[config.mk]
export PLATFORM = sky130hd
export DESIGN_NAME = spectro_frame_rx
export DESIGN_NICKNAME = d
export VERILOG_FILES = /design/src/rtl/spectro_pkg.sv /design/src/rtl/spectro_frame_buf.sv /design/src/rtl/spectro_frame_rx.sv
export SDC_FILE = /design/constraint.sdc
export NUM_CORES = 1
export LEC_CHECK = 0
export ABC_AREA = 1
export CORE_AREA = 2 2 207 209
export DETAILED_ROUTE_END_ITERATION = 10
export DIE_AREA = 0 0 209 211
export SETUP_SLACK_MARGIN = 0.02
export SYNTH_ARGS = -nofsm -noshare
export SYNTH_HDL_FRONTEND = slang
export SYNTH_SLANG_ARGS = --single-unit
[constraint.sdc]
create_clock -name clk -period 7.97 [get_ports clk]
set_input_delay 1.1955 -clock clk [delete_from_list [all_inputs] [get_ports clk]]
set_output_delay 1.1955 -clock clk [all_outputs]
set_load 0.01 [all_outputs]
[src/rtl/spectro_pkg.sv]
// Shared framing definitions for the channel-scan serial link.
// The scan sequencer and the frame receiver both import this package so
// word width, slot count and slot numbering stay in lock-step.
package spectro_pkg;

    localparam int WORD_W  = 12;  // bits per slot word
    localparam int N_SLOTS = 16;  // RTC + 15 channels
    localparam int SLOT_W  = 4;   // slot index width
    localparam int SCNT_W  = 5;   // words-in-frame counter, holds 0..N_SLOTS

    typedef enum logic [1:0] {
        ST_IDLE  = 2'd0,
        ST_SHIFT = 2'd1,
        ST_BOUND = 2'd2
    } rx_state_t;

    localparam logic [SLOT_W-1:0] SLOT_RTC  = 4'd0;
    localparam logic [SLOT_W-1:0] SLOT_CH1  = 4'd1;
    localparam logic [SLOT_W-1:0] SLOT_CH2  = 4'd2;
    localparam logic [SLOT_W-1:0] SLOT_CH3  = 4'd3;
    localparam logic [SLOT_W-1:0] SLOT_CH4  = 4'd4;
    localparam logic [SLOT_W-1:0] SLOT_CH5  = 4'd5;
    localparam logic [SLOT_W-1:0] SLOT_CH6  = 4'd6;
    localparam logic [SLOT_W-1:0] SLOT_CH7  = 4'd7;
    localparam logic [SLOT_W-1:0] SLOT_CH8  = 4'd8;
    localparam logic [SLOT_W-1:0] SLOT_CH9  = 4'd9;
    localparam logic [SLOT_W-1:0] SLOT_CH10 = 4'd10;
    localparam logic [SLOT_W-1:0] SLOT_CH11 = 4'd11;
    localparam logic [SLOT_W-1:0] SLOT_CH12 = 4'd12;
    localparam logic [SLOT_W-1:0] SLOT_CH13 = 4'd13;
    localparam logic [SLOT_W-1:0] SLOT_CH14 = 4'd14;
    localparam logic [SLOT_W-1:0] SLOT_CH15 = 4'd15;

endpackage

[src/rtl/spectro_frame_buf.sv]
// Double frame buffer: a work bank filled word by word while a frame is
// received, and a read bank holding the last complete frame.
// Ports:
//   clk, reset          clock, synchronous active-high reset (clears both banks)
//   wr_en/wr_addr/wr_data  indexed write into the work bank
//   commit              copy the whole work bank into the read bank in one cycle
//   rd_addr/rd_data     registered read of the read bank, 1-cycle latency
module spectro_frame_buf
    import spectro_pkg::*;
(
    input  logic              clk,
    input  logic              reset,
    input  logic              wr_en,
    input  logic [SLOT_W-1:0] wr_addr,
    input  logic [WORD_W-1:0] wr_data,
    input  logic              commit,
    input  logic [SLOT_W-1:0] rd_addr,
    output logic [WORD_W-1:0] rd_data
);

    logic [WORD_W-1:0] work_bank [N_SLOTS];
    logic [WORD_W-1:0] read_bank [N_SLOTS];

    // rd_data samples the read bank before a same-cycle commit lands, so the
    // new frame shows up one cycle after the commit cycle.
    always_ff @(posedge clk) begin
        if (reset) begin
            for (int i = 0; i < N_SLOTS; i++) begin
                work_bank[i] <= '0;
                read_bank[i] <= '0;
            end
            rd_data <= '0;
        end else begin
            if (wr_en) begin
                work_bank[wr_addr] <= wr_data;
            end
            if (commit) begin
                for (int i = 0; i < N_SLOTS; i++) begin
                    read_bank[i] <= work_bank[i];
                end
            end
            rd_data <= read_bank[rd_addr];
        end
    end

endmodule

[src/rtl/spectro_frame_rx.sv]
// Receive end of the channel-scan serial link: deserializes 12-bit slot
// words (MSB first, sl on the MSB), checks framing against the fe strobe,
// and commits complete 16-word frames to a readable bank.
// Ports:
//   clk, reset                    clock, synchronous active-high reset
//   sdata, sl, fe                 serial bit, slot-load strobe, frame-end strobe
//   word_data/word_slot/word_valid  last received word and its slot, 1-cycle pulse
//   frame_valid, frame_cnt        commit pulse and wrapping committed-frame count
//   err_sync, err_len, err_clr    sticky framing / length errors and their clear
//   rd_addr, rd_data              registered read of the committed frame
//
// state    | meaning
// ---------+-------------------------------------------------------------
// ST_IDLE  | no frame in progress, waiting for sl
// ST_SHIFT | shifting bits of a word, bit_cnt = bits already taken
// ST_BOUND | word just completed (word_valid high); expect sl, or fe after 16
module spectro_frame_rx
    import spectro_pkg::*;
(
    input  logic              clk,
    input  logic              reset,
    input  logic              sdata,
    input  logic              sl,
    input  logic              fe,
    output logic [WORD_W-1:0] word_data,
    output logic [SLOT_W-1:0] word_slot,
    output logic              word_valid,
    output logic              frame_valid,
    output logic [7:0]        frame_cnt,
    output logic              err_sync,
    output logic              err_len,
    input  logic              err_clr,
    input  logic [SLOT_W-1:0] rd_addr,
    output logic [WORD_W-1:0] rd_data
);

    rx_state_t         state, state_n;
    logic [3:0]        bit_cnt;
    logic [SCNT_W-1:0] slot_cnt;
    logic [WORD_W-2:0] shreg;

    logic start_word, shift_bit, word_done, commit;
    logic discard, set_sync, set_len;
    logic frame_full, last_bit;

    assign frame_full = (slot_cnt == SCNT_W'(N_SLOTS));
    assign last_bit   = (bit_cnt == 4'(WORD_W - 1));

    always_ff @(posedge clk) begin
        if (reset) begin
            state <= ST_IDLE;
        end else begin
            state <= state_n;
        end
    end

    always_comb begin
        state_n = state;
        if (fe) begin
            state_n = ST_IDLE;
        end else begin
            unique case (state)
                ST_IDLE:  if (sl) state_n = ST_SHIFT;
                ST_SHIFT: if (!sl && last_bit) state_n = ST_BOUND;
                ST_BOUND: state_n = sl ? ST_SHIFT : ST_IDLE;
                default:  state_n = ST_IDLE;
            endcase
        end
    end

    // Action decode. fe always wins over sl; sl together with fe only flags
    // err_sync on top of whatever fe does.
    always_comb begin
        start_word = 1'b0;
        shift_bit  = 1'b0;
        word_done  = 1'b0;
        commit     = 1'b0;
        discard    = 1'b0;
        set_sync   = 1'b0;
        set_len    = 1'b0;
        if (fe) begin
            set_sync = sl;
            if (state == ST_BOUND && frame_full) begin
                commit = 1'b1;
            end else begin
                set_len = 1'b1;
                discard = 1'b1;
            end
        end else begin
            unique case (state)
                ST_IDLE: begin
                    if (sl) begin
                        start_word = 1'b1;
                        discard    = 1'b1;
                    end
                end
                ST_SHIFT: begin
                    if (sl) begin
                        set_sync   = 1'b1;
                        discard    = 1'b1;
                        start_word = 1'b1;
                    end else if (last_bit) begin
                        word_done = 1'b1;
                    end else begin
                        shift_bit = 1'b1;
                    end
                end
                ST_BOUND: begin
                    if (sl) begin
                        start_word = 1'b1;
                        if (frame_full) begin
                            set_len = 1'b1;
                            discard = 1'b1;
                        end
                    end else begin
                        set_sync = 1'b1;
                        discard  = 1'b1;
                    end
                end
                default: ;
            endcase
        end
    end

    always_ff @(posedge clk) begin
        if (reset) begin
            bit_cnt     <= '0;
            slot_cnt    <= '0;
            shreg       <= '0;
            word_data   <= '0;
            word_slot   <= '0;
            word_valid  <= 1'b0;
            frame_valid <= 1'b0;
            frame_cnt   <= '0;
            err_sync    <= 1'b0;
            err_len     <= 1'b0;
        end else begin
            word_valid  <= word_done;
            frame_valid <= commit;
            if (commit) begin
                frame_cnt <= frame_cnt + 8'd1;
            end
            // A fresh error in the err_clr cycle keeps the flag set.
            err_sync <= set_sync | (err_sync & ~err_clr);
            err_len  <= set_len  | (err_len  & ~err_clr);

            if (discard || commit) begin
                slot_cnt <= '0;
            end

            if (start_word) begin
                shreg   <= {shreg[WORD_W-3:0], sdata};
                bit_cnt <= 4'd1;
            end else if (shift_bit) begin
                shreg   <= {shreg[WORD_W-3:0], sdata};
                bit_cnt <= bit_cnt + 4'd1;
            end else if (word_done) begin
                shreg     <= {shreg[WORD_W-3:0], sdata};
                bit_cnt   <= '0;
                word_data <= {shreg, sdata};
                word_slot <= slot_cnt[SLOT_W-1:0];
                slot_cnt  <= slot_cnt + SCNT_W'(1);
            end else begin
                bit_cnt <= '0;
            end
        end
    end

    spectro_frame_buf u_buf (
        .clk     (clk),
        .reset   (reset),
        .wr_en   (word_done),
        .wr_addr (slot_cnt[SLOT_W-1:0]),
        .wr_data ({shreg, sdata}),
        .commit  (commit),
        .rd_addr (rd_addr),
        .rd_data (rd_data)
    );

endmodule

### Yosys cells after proc, flatten, opt, wreduce, memory -nomap -nowiden

Memories as Yosys holds them, arrays and structs flattened. A register that Yosys moved wholly into a read port is not among the register bits.
Cells that the tools add are included.

* $mul: 0
* add/sub/neg operators: 3
* div/mod/pow operators: 0
* reductions and logical operators: 13
* mux-type cells: 64
* equality and inequality tests: 6
* $lt $le $gt $ge: 0
* shift operators: 0
* bitwise gates (word level): 23

Operators with widths (number)
* 2-to-1 mux 12 bit: 17
* 2-to-1 mux 1 bit: 34
* 2-to-1 mux 11 bit: 3
* 2-to-1 mux 5 bit: 4
* bitwise OR 1 bit: 18
* OR reduction 12 bit: 1
* adder 8 x 1 -> 8 bit (second input constant): 1
* one-hot mux 2 bit (3 select lines): 1
* OR reduction 3 bit: 2
* adder 5 x 1 -> 5 bit (second input constant): 1
* == test 5 bit (second input constant): 1
* adder 4 x 1 -> 4 bit (second input constant): 1
* == test 4 bit (second input constant): 1
* 2-to-1 mux 2 bit: 2
* 2-to-1 mux 4 bit: 1
* inequality test 2 bit (second input constant): 2
* one-hot mux 1 bit (2 select lines): 2
* OR reduction 2 bit: 2
* NOT 1 bit: 3
* AND reduction 3 bit: 1
* nonzero test 3 bit: 1
* bitwise AND 1 bit: 2
* == test 2 x 1 -> 1 bit (second input constant): 1
* == test 2 bit (second input constant): 1
* other kinds (5): 6

* latch bits: 0
* word-level logic and storage cells: 123
* output and inout bits: 40
* bits in read-only memories: 0
* register bits: 50
* bits of input ports: 10
* bits in writable memories: 384
* memories kept: 2

Memories
* u_buf.read_bank: depth 16, width 12, read ports 1, clocked after Yosys merged registers in 1, write ports 16, line spectro_frame_buf.sv:22 `logic [WORD_W-1:0] read_bank [N_SLOTS];`
* u_buf.work_bank: depth 16, width 12, read ports 16, clocked after Yosys merged registers in 0, write ports 16, line spectro_frame_buf.sv:21 `logic [WORD_W-1:0] work_bank [N_SLOTS];`

### Depth between registers and ports, before layout

Gate-level depths: netlist (run 1).

* word-level depth: 10
* mapped depth: 10
* mapped depth without buffers: 9

### Hierarchy

From an unflattened synthesis (run 1), not the netlist that was laid out.

* cell total of the unflattened synthesis: 1919
* area, all modules: 18864.3 sq um

Modules (own cells, without submodules)
* spectro_frame_buf: times used 1, area an instance 16751.1 sq um, cells an instance 1643
* spectro_frame_rx: times used 1, area an instance 2113.3 sq um, cells an instance 276

### Least setup slack after synthesis (run 1)

Ideal clock, no wire load.

* kind: input port to flip-flop
* start point: input port reset
* end point: memory u_buf.read_bank[0][0] (enable)
* buffers on the path: 3
* cell stages on the path: 5
* path slack: 1.322 ns
* data required time: 6.433 ns
* data arrival time: 5.110 ns
* path through: clkbuf_1 -> inv_1 -> buf_2 -> clkbuf_1 -> nand2_1

RTL lines
* start: declaration: line spectro_frame_rx.sv:21 `input logic reset,`
* end: declaration: line spectro_frame_buf.sv:22

==> results of run 1 <==
[stage by stage]
step | instances | utilization, % | worst slack [ps] | cell area (um2) | total power, mW
2_1_floorplan | 1887 | - | 1320 | 18700 | 2.87
3_3_place_gp | 2383 | 46.6 | 3600 | 19500 | 2.97
3_5_place_dp | 2383 | 46.6 | 3480 | 19500 | 2.98
4_1_cts | 2466 | 50.2 | 4080 | 21000 | 5.12
5_1_grt | 2466 | 50.2 | 3790 | 21000 | 5.24
6_report | 2466 | 50.2 | 4030 | 21000 | 5.09
[synth_stat cells (4+ instances only)]
cell type and count:
clkinv_1 13, a21oi_1 54, buf_1 7, ha_1 6, nor2_1 402, nand2_1 353, clkbuf_1 55, nand3_1 131
xor2_1 4, dfxtp_1 62, inv_1 323, edfxtp_1 384, o21ai_0 38, nor2_4 5, buf_6 7, buf_2 34
[registers in the layout (all words and copies together), names as in the netlist, 2 cells and up]
name,cells
frame_cnt,8
state,2
slot_cnt,5
word_slot,4
u_buf.rd_data,12
u_buf.read_bank,192
shreg,11
u_buf.work_bank,192
word_data,12
bit_cnt,4
[how the worst max path moves through the flow]
| stage | from | end | slack [ps] | cells after the start |
|---|---|---|---|---|
| final | fe | u_buf.work_bank[6][5]$_SDFFCE_PN0P_ | 4030 | 8 |
| after detailed placement | fe | u_buf.work_bank[2][2]$_SDFFCE_PN0P_ | 3480 | 8 |
| after CTS | fe | u_buf.work_bank[6][5]$_SDFFCE_PN0P_ | 4080 | 8 |
| after floorplan | reset | u_buf.read_bank[0][0]$_SDFFCE_PN0P_ | 1320 | 5 |
| after global placement | fe | u_buf.work_bank[14][10]$_SDFFCE_PN0P_ | 3600 | 8 |
| after global routing | fe | u_buf.work_bank[6][5]$_SDFFCE_PN0P_ | 3790 | 8 |
[layout make-up]
class / count / share of cell area (%)
clock inverters: 24 / 1.07
multi-input cells: 1002 / 20.0
inverters: 336 / 6.01
flip-flops and latches: 446 / 60.9
repair buffers: 60 / 2.73
well taps: 539 / 3.21
clock buffers: 59 / 6.11
[power by group]
| group | leakage, nW | internal, mW | switching [mW] | total (mW) |
|---|---|---|---|---|
| sequential | 4.37 | 2.63 | 0.0284 | 2.65 |
| combinational | 3.67 | 0.0624 | 0.211 | 0.273 |
| clock | 0.747 | 1.26 | 0.895 | 2.16 |
| total | 8.79 | 3.95 | 1.13 | 5.09 |
[cell families (layout without fill, tap and decap cells)]
logic type | Yosys count | count (layout) | share of synthesized area [%]
compound gates | 94 | 94 | 2.53
xor+xnor | 4 | 4 | 0.187
fa+ha+maj | 6 | 6 | 0.402
buf+inv | 439 | 479 | 9.32
flops | 446 | 446 | 68.3
simple gates | 898 | 898 | 19.2
[layer usage]
layer | part of all wire (%) | global-route usage, % | vias to the layer above
met5 | 0 | 0 | -
met4 | 3.7 | 8.87 | 0
met3 | 6.1 | 2.85 | 92
met2 | 47 | 33.1 | 394
met1 | 44 | 27.5 | 5741
li1 | - | - | 5916
[worst register-to-register path, cell delays in order, from the launching register on]
cell,delay (ps)
dfxtp_1,350
ha_1,200
nand3_1,180
nor2_4,630
nand2_2,330
nor2_4,370
nand2_1,350
nand2_1,510
==> out/qor.yml, run 1 <==
timing:
  finalMaxSlewViolations: 0
  skew_ps: 21.0
  fmax_mhz: 254
  period_share_pct: 49.4
  rsz0062_at_grt: "false"
  finalHoldViolCount: 0
  tns_ps: 0
  setup_violations: 0
  worst_pin_slew_ps: 1160
  slew_headroom_pct: 22.2
  hold_ws_ps: 458
  fin_crit_ps: 3940
final_layout:
  layout_common_cells: "402 x nor2_1, 384 x edfxtp_1, 351 x nand2_1, 322 x inv_1, 131 x nand3_1"
  multi_input_area_um2: 4190
  syn_to_final_growth_pct: 12.2
  final_common_cell: "nor2_1"
  fillerInstances: 3786
  n_antenna_cell: 0
  final_net_count: 1909
  drive_gt1_share_pct: 5.03
  seqCellArea_um2: 12800
cts:
  cts_tree: "yes"
  postCtsResizedCells: 0
  clk_latency_ps: 590
  h-tree-depth: 2
  clockRootBuffer: "clkbuf_16"
  cts_setup_buffers: 0
  clk_path_buf_depth: 3
  hold_buffers: 0
  numCtsBuffers: 47
  clkTransAtPathRegs_ps: 60
  numClockSinks: 446
worst_hold_path:
  hold_class: "flop to flop"
  min_from: "frame_cnt[4]$_SDFFE_PP0P_"
  hold_path_end: "frame_cnt[4]$_SDFFE_PP0P_"
  whs_path_depth: 2
global_route:
  grt_overflow: 0
  grt_max_degree: 125
  grt_pass1_wl_um: 67600
  grtUsageTotal_pct: 20.4
  grt_antenna_before_repair: 0
  grt_pass1_vias: 11900
critical_path:
  reg2reg_depth: 7
  path_cells: "clkdlybuf4s50_1, inv_1, nand3_2, nor2_4, nand2_2, nor2_4, nand2_1, nand2_1"
  crit_path_start_kind: "primary input"
  ff2ff_setup_slack_ps: 4680
  cp_max_fo: 39
  max_stage_delay_ps: 580
  crit_buf_inv: 2
  crit_type: "primary input to flop"
  r2r_end: "u_buf.work_bank[6][5]$_SDFFCE_PN0P_"
  path_delay_family: "simple AND/OR/NAND/NOR gates"
  cpMaxStageDelayCell: "nor2_4"
  cp.required_ps: 8180
  critPathArrivalTime_ps: 4150
  endpoint_kind: "flop"
  timing.rr.start: "bit_cnt[0]$_SDFF_PP0_"
power:
  p_per_area_nw_per_um2: 242
  cellLeakagePower_nw: 8.79
  ir_drop_mv: 0.166
synth:
  synth_top_area_share_pct: 61.7
  synthFlopType: "edfxtp_1"
  syn_area_per_cell_um2: 9.91
  synth_seq_cells: 446
  syn_nets: 1903
  syn_inst: 1887
  yosys_warnings: 0
  synth_seq_area_share_pct: 68.3
  synth_area_leaders: "edfxtp_1 62%, nor2_1 8.1%, nand2_1 7.1%"
  ys_types: 22
  syn-cell-area_um2: 18700
  async_flop_share_pct: 0
  yosys.area.top_type: "edfxtp_1"
  synth_edf_count: 384
die:
  coreArea_um2: 41800
  num_io_pins: 50
  start_util_pct: 44.8
  dieArea_um2: 44100
  fp-row-count: 75
  die_x_um: 209
  dieHeight_um: 211
placed_design:
  dpl.hpwl_um: 25700
  gp_congestion: 0.805
  io_buffers: 49
drt:
  vias_per_cell: 4.92
  ant_nets: 0
  dr.pass1.iters: 5
  drtIter0Drc: 1036
  drt_wl_total_um: 43900
  drc: 0
  wire_per_inst_um: 17.8
  vias: 12100
run:
  cap_violations: 0
outcome:
  outcome: "finished clean"
(Power assumes the default switching activity.)
==> run 2: changes to the inputs <==
==> constraint.sdc (replaced) <==
create_clock -name clk -period 3.7 [get_ports clk]
set_input_delay 0.555 -clock clk [delete_from_list [all_inputs] [get_ports clk]]
set_output_delay 0.555 -clock clk [all_outputs]
set_load 0.01 [all_outputs]
==> run 2 against run 1 <==
Net effect:
- register-to-register slack lost 3600 ps
- flip-flop and latch count stayed put
- sequential power up 120%
- critical path depth unchanged
- combinational power rose by 120%
- worst hold slack got worse by 120 ps
- die area unchanged
- largest cell class unchanged
- largest power group unchanged
- highest routed layer unchanged
==> out/qor.yml, run 2 (same netlist as run 1, synthesis figures left out) <==
outcome:
  outcome: "finished clean"
placed_design:
  io_buffers: 49  # unchanged
  dpl.hpwl_um: 26400  # +2.4%
  gp_congestion: 0.800  # -0.52%
critical_path:
  cp.required_ps: 3900  # -4280 ps
  timing.rr.start: "bit_cnt[0]$_SDFF_PP0_"
  endpoint_kind: "flop"
  r2r_end: "u_buf.work_bank[4][8]$_SDFFCE_PN0P_"
  cp_max_fo: 13  # -67%
  crit_path_start_kind: "primary input"
  critPathArrivalTime_ps: 2810  # -1340 ps
  reg2reg_depth: 7  # unchanged
  ff2ff_setup_slack_ps: 1130  # -3550 ps
  crit_type: "primary input to flop"
global_route:
  grt_max_degree: 91  # -27%
  grt_pass1_vias: 11700  # -1.8%
  grtUsageTotal_pct: 20.3  # -0.063 points
  grt_antenna_before_repair: 0  # unchanged
  grt_pass1_wl_um: 67800  # +0.30%
  grt_overflow: 0  # unchanged
worst_hold_path:
  min_from: "reset"
  hold_path_end: "slot_cnt[4]$_SDFF_PP0_"
  hold_class: "primary input to flop"
  whs_path_depth: 4  # +2
cts:
  clk_latency_ps: 570  # -20 ps
  postCtsResizedCells: 0  # unchanged
  hold_buffers: 0  # unchanged
  clkTransAtPathRegs_ps: 60  # about the same
  numClockSinks: 446  # unchanged
  cts_tree: "yes"
  clockRootBuffer: "clkbuf_16"
  cts_setup_buffers: 0  # unchanged
  clk_path_buf_depth: 3  # unchanged
  numCtsBuffers: 47  # unchanged
  h-tree-depth: 2  # unchanged
die:
  dieHeight_um: 211  # unchanged
  num_io_pins: 50  # unchanged
  dieArea_um2: 44100  # unchanged
  die_x_um: 209  # unchanged
  start_util_pct: 44.8  # unchanged
  coreArea_um2: 41800  # unchanged
  fp-row-count: 75  # unchanged
timing:
  rsz0062_at_grt: "false"
  skew_ps: 15.6  # -5.35 ps
  slew_headroom_pct: 22.5  # +0.32 points
  tns_ps: 0  # unchanged
  worst_pin_slew_ps: 1160  # -4.78 ps
  setup_violations: 0  # unchanged
  fmax_mhz: 384
  finalMaxSlewViolations: 0  # unchanged
  fin_crit_ps: 2600
  period_share_pct: 70.4
  finalHoldViolCount: 0  # unchanged
final_layout:
  drive_gt1_share_pct: 5.15  # +0.12 points
  finish.utilization_pct: 50.3  # +0.11 points
  fillerInstances: 3769  # -0.45%
  seqCellArea_um2: 12800  # unchanged
  layout_common_cells: "402 x nor2_1, 384 x edfxtp_1, 351 x nand2_1, 322 x inv_1, 131 x nand3_1"
  final_net_count: 1918  # +0.47%
  final_common_cell: "nor2_1"
  syn_to_final_growth_pct: 12.5
  n_antenna_cell: 0  # unchanged
  multi_input_area_um2: 4200  # +0.21%
  biggestRegsByFlops: "u_buf.read_bank x192, u_buf.work_bank x192"
drt:
  ant_nets: 0  # unchanged
  dr.pass1.iters: 5  # unchanged
  drt_wl_total_um: 44100  # +0.40%
  drc: 0  # unchanged
  vias_per_cell: 4.91  # -0.34%
  vias: 12200  # +0.19%
  drtIter0Drc: 1028  # -0.77%
  wire_per_inst_um: 17.8  # -0.13%
power:
  cellLeakagePower_nw: 8.80  # +0.13%
  p_per_area_nw_per_um2: 512  # +110%
  ir_drop_mv: 0.326  # +97%
run:
  cap_violations: 0  # unchanged
## run 2: cell count changes in the layout (fill, tap and decap cells not counted), sizes merged
| cell | change |
|---|---|
| inv | -3 |
| buf | +9 |
| clkbuf | +4 |
| clkinv | +2 |
| bufinv | -2 |
| clkinvlp | +3 |
## run 2: power breakdown
part,switching (mW),internal (mW)
sequential,0.0597,5.66
clock,1.90,2.56
combinational,0.456,0.140
## run 2: worst max-delay path, stage by stage
cell and delay (ps):
clkdlybuf4s50_1 480, inv_1 190, nand3_2 140, nor2_4 110, nand2_2 160, nor2_4 300
nand2_1 350, nand2_1 510
## run 2: final cells by class
class,count,share of cell area (%)
clock buffers,63,6.08
clock inverters,24,0.762
inverters,336,6.00
multi-input cells,1002,20.0
flip-flops and latches,446,60.7
well taps,539,3.21
repair buffers,69,3.23
## run 2: through the flow
step | cell area [um2] | worst slack, ps | hold slack (ps) | power (mW) | std cells
after floorplan | 18700 | 645 | 464 | 6.16 | 1887
after global placement | 19600 | 597 | 454 | 6.41 | 2392
after detailed placement | 19600 | 539 | 449 | 6.42 | 2392
after CTS | 21000 | 1110 | 324 | 10.8 | 2479
after global routing | 21000 | 894 | 343 | 11.1 | 2479
final | 21000 | 1100 | 334 | 10.8 | 2479
## run 2: worst max-delay path by stage
| stage | startpoint | to | slack [ps] | cells past startpoint |
|---|---|---|---|---|
| 2_1_floorplan | reset | u_buf.read_bank[0][0]$_SDFFCE_PN0P_ | 650 | 5 |
| 3_3_place_gp | fe | u_buf.work_bank[4][2]$_SDFFCE_PN0P_ | 600 | 8 |
| 3_5_place_dp | fe | u_buf.work_bank[4][8]$_SDFFCE_PN0P_ | 540 | 8 |
| 4_1_cts | bit_cnt[0]$_SDFF_PP0_ | u_buf.work_bank[4][8]$_SDFFCE_PN0P_ | 1110 | 7 |
| 5_1_grt | bit_cnt[0]$_SDFF_PP0_ | u_buf.work_bank[5][10]$_SDFFCE_PN0P_ | 890 | 7 |
| 6_report | fe | u_buf.work_bank[4][8]$_SDFFCE_PN0P_ | 1100 | 8 |
## run 2: layer usage
| metal | wire length, um | up-vias | GRT usage [%] |
|---|---|---|---|
| met5 | 0 | - | 0 |
| met4 | 1210 | 0 | 7.12 |
| met3 | 3270 | 76 | 3.60 |
| met2 | 20500 | 420 | 32.6 |
| met1 | 19000 | 5734 | 28.0 |
| li1 | - | 5936 | - |
==> run 3: changes to the inputs <==
==> constraint.sdc (replaced) <==
create_clock -name clk -period 2.35 [get_ports clk]
set_input_delay 0.3525 -clock clk [delete_from_list [all_inputs] [get_ports clk]]
set_output_delay 0.3525 -clock clk [all_outputs]
set_load 0.01 [all_outputs]
==> run 3 against run 2 <==
Net effect:
- sequential power is 57% higher
- clock power rose by 70%
- sequential share of layout area down 2.5 points
- flip-flop and latch count unchanged
- count of clock-buffer cells in the layout rose by 1
- wire length up 1.9%
- critical endpoint is now u_buf.read_bank[6][8]$_SDFFCE_PN0P_
- register-to-register slack worse by 920 ps
- final area increased by 4.3%
- combinational power is 80% higher
- utilization increased by 2.2 points
- clock skew grew 7.7 ps
- non-clock buffer count is 66 higher
==> out/qor.yml, run 3 (same netlist as run 1, synthesis figures left out) <==
final_layout:
  n_antenna_cell: 0  # unchanged
  syn_to_final_growth_pct: 17.3
  final_common_cell: "nor2_1"
  drive_gt1_share_pct: 8.68  # +3.5 points
  layout_common_cells: "402 x nor2_1, 384 x edfxtp_1, 351 x nand2_1, 322 x inv_1, 131 x nand3_1"
  instances_no_fill: 2543  # +2.6%
  final_net_count: 1984  # +3.4%
  biggestRegsByFlops: "u_buf.read_bank x192, u_buf.work_bank x192"
cts:
  clockRootBuffer: "clkbuf_16"
  h-tree-depth: 2  # unchanged
  cts_setup_buffers: 0  # unchanged
  clk_latency_ps: 580  # about the same
  numClockSinks: 446  # unchanged
  clkTransAtPathRegs_ps: 60  # about the same
  cts_tree: "yes"
  hold_buffers: 0  # unchanged
  clk_path_buf_depth: 3  # unchanged
  numCtsBuffers: 47  # unchanged
  postCtsResizedCells: 0  # unchanged
worst_hold_path:
  hold_path_end: "state[1]$_SDFFE_PP0P_"
  min_from: "reset"
  hold_class: "primary input to flop"
  whs_path_depth: 4  # unchanged
timing:
  tns_ps: 0  # unchanged
  setup_violations: 0  # unchanged
  fin_crit_ps: 2140
  slew_headroom_pct: 32.6  # +10 points
  finalMaxSlewViolations: 0  # unchanged
  period_share_pct: 91.0
  rsz0062_at_grt: "false"
  fmax_mhz: 467
  worst_pin_slew_ps: 1010  # -145 ps
  skew_ps: 23.3  # +7.71 ps
  finalHoldViolCount: 0  # unchanged
drt:
  drtIter0Drc: 966  # -6.0%
  dr.pass1.iters: 7  # +2
  drc: 0  # unchanged
  ant_nets: 0  # unchanged
  vias_per_cell: 4.86  # -0.93%
  wire_per_inst_um: 17.7  # -0.66%
  vias: 12400  # +1.6%
  drt_wl_total_um: 44900  # +1.9%
critical_path:
  path_delay_family: "simple AND/OR/NAND/NOR gates"
  cpMaxStageDelayCell: "nor2_2"
  r2r_end: "u_buf.read_bank[6][8]$_SDFFCE_PN0P_"
  max_stage_delay_ps: 420  # -90 ps
  crit_buf_inv: 1  # -1
  cp_max_fo: 122  # +109
  ff2ff_setup_slack_ps: 210  # -920 ps
  crit_type: "flop to flop"
  cp.required_ps: 2750  # -1150 ps
  endpoint_kind: "flop"
  reg2reg_depth: 6  # -1
  crit_path_start_kind: "flop"
  cpMostUsedCell: "nor2_1"
  critPathArrivalTime_ps: 2540  # -270 ps
  path_cells: "nor2_2, nand3_1, nor2_1, nand2_4, buf_12, nor2_1"
  timing.rr.start: "slot_cnt[2]$_SDFF_PP0_"
placed_design:
  place_inst: 2458  # +2.8%
  io_buffers: 49  # unchanged
  dpl.hpwl_um: 28600  # +8.7%
  gp_congestion: 0.825  # +3.0%
power:
  p_seq_share_pct: 50.9  # -2.2 points
  internal_power_mw: 13.8  # +65%
  ir_drop_mv: 0.529  # +62%
  pwr-share-clk_pct: 43.0  # +1.6 points
  p_comb_share_pct: 6.1  # +0.6 points
  cellLeakagePower_nw: 9.27  # +5.3%
  netSwitchingFraction_pct: 22.1  # -0.33 points
  p_sw_mw: 3.91  # +62%
  p_per_area_nw_per_um2: 806  # +57%
die:
  die_x_um: 209  # unchanged
  fp-row-count: 75  # unchanged
  num_io_pins: 50  # unchanged
  start_util_pct: 44.8  # unchanged
  dieHeight_um: 211  # unchanged
  coreArea_um2: 41800  # unchanged
  dieArea_um2: 44100  # unchanged
global_route:
  grt_max_degree: 123  # +35%
  grt_antenna_before_repair: 0  # unchanged
  grt_pass1_vias: 11900  # +1.9%
  grtUsageTotal_pct: 20.7  # +0.45 points
  grt_overflow: 0  # unchanged
  grt_pass1_wl_um: 68900  # +1.6%
outcome:
  outcome: "finished clean"
run:
  cap_violations: 0  # unchanged
## run 3: cell types whose count changed in the layout (fill, tap and decap cells not counted), sizes merged
cell	delta
inv	+1
clkinv	-7
buf	+66
bufinv	+2
clkbuf	+1
clkinvlp	+1
## run 3: final cells by class
| type | instances | area [um2] |
|---|---|---|
| Fill cell | 3672 | 19800 |
| Sequential cell | 446 | 12800 |
| Multi-Input combinational cell | 1002 | 4200 |
| Timing Repair Buffer | 135 | 1440 |
| Clock buffer | 64 | 1380 |
| Inverter | 336 | 1260 |
| Tap cell | 539 | 674 |
| Clock inverter | 21 | 211 |
## run 3: per-stage QoR
step | hold slack (ps) | worst slack (ps) | util (%) | cell area, um2 | total power, mW
5_1_grt | 311 | 143 | 52.5 | 21900 | 18.2
2_1_floorplan | 464 | 85.9 | - | 18700 | 9.70
6_report | 283 | 211 | 52.5 | 21900 | 17.7
4_1_cts | 276 | 290 | 52.5 | 21900 | 17.8
3_3_place_gp | 460 | 60.6 | 48.7 | 20300 | 10.2
3_5_place_dp | 458 | 55.2 | 48.7 | 20300 | 10.2
## run 3: tightest hold or removal path, delay by kind of cell
family | cells | cell delay (ps)
buffers and inverters | 3 | 300
and+or+nand+nor | 1 | 170
## run 3: how the worst max path moves through the flow
stage,from,to,slack (ps),cells past startpoint
2_1_floorplan,reset,u_buf.read_bank[0][0]$_SDFFCE_PN0P_,90,5
3_3_place_gp,sl,u_buf.work_bank[5][9]$_SDFFCE_PN0P_,60,9
3_5_place_dp,fe,u_buf.work_bank[5][7]$_SDFFCE_PN0P_,60,9
4_1_cts,bit_cnt[0]$_SDFF_PP0_,u_buf.work_bank[5][8]$_SDFFCE_PN0P_,290,8
5_1_grt,slot_cnt[0]$_SDFF_PP0_,u_buf.read_bank[6][8]$_SDFFCE_PN0P_,140,9
6_report,slot_cnt[2]$_SDFF_PP0_,u_buf.read_bank[6][8]$_SDFFCE_PN0P_,210,6
## run 3: power by group through the flow
stage	Sequential (mW)	Clock, mW	Combinational, mW
5_1_grt	9.02	7.98	1.17
3_5_place_dp	9.17	0	1.08
2_1_floorplan	9.15	0	0.556
3_3_place_gp	9.16	0	1.07
6_report	9.00	7.60	1.07
4_1_cts	9.00	7.69	1.08
## run 3: routing by layer
layer | vias to the layer above | share of wire (%) | global-route usage [%]
li1 | 6065 | - | -
met1 | 5874 | 45 | 29.2
met2 | 354 | 47 | 33.1
met3 | 71 | 6.0 | 3.46
met4 | 0 | 2.5 | 6.53
met5 | - | 0 | 0
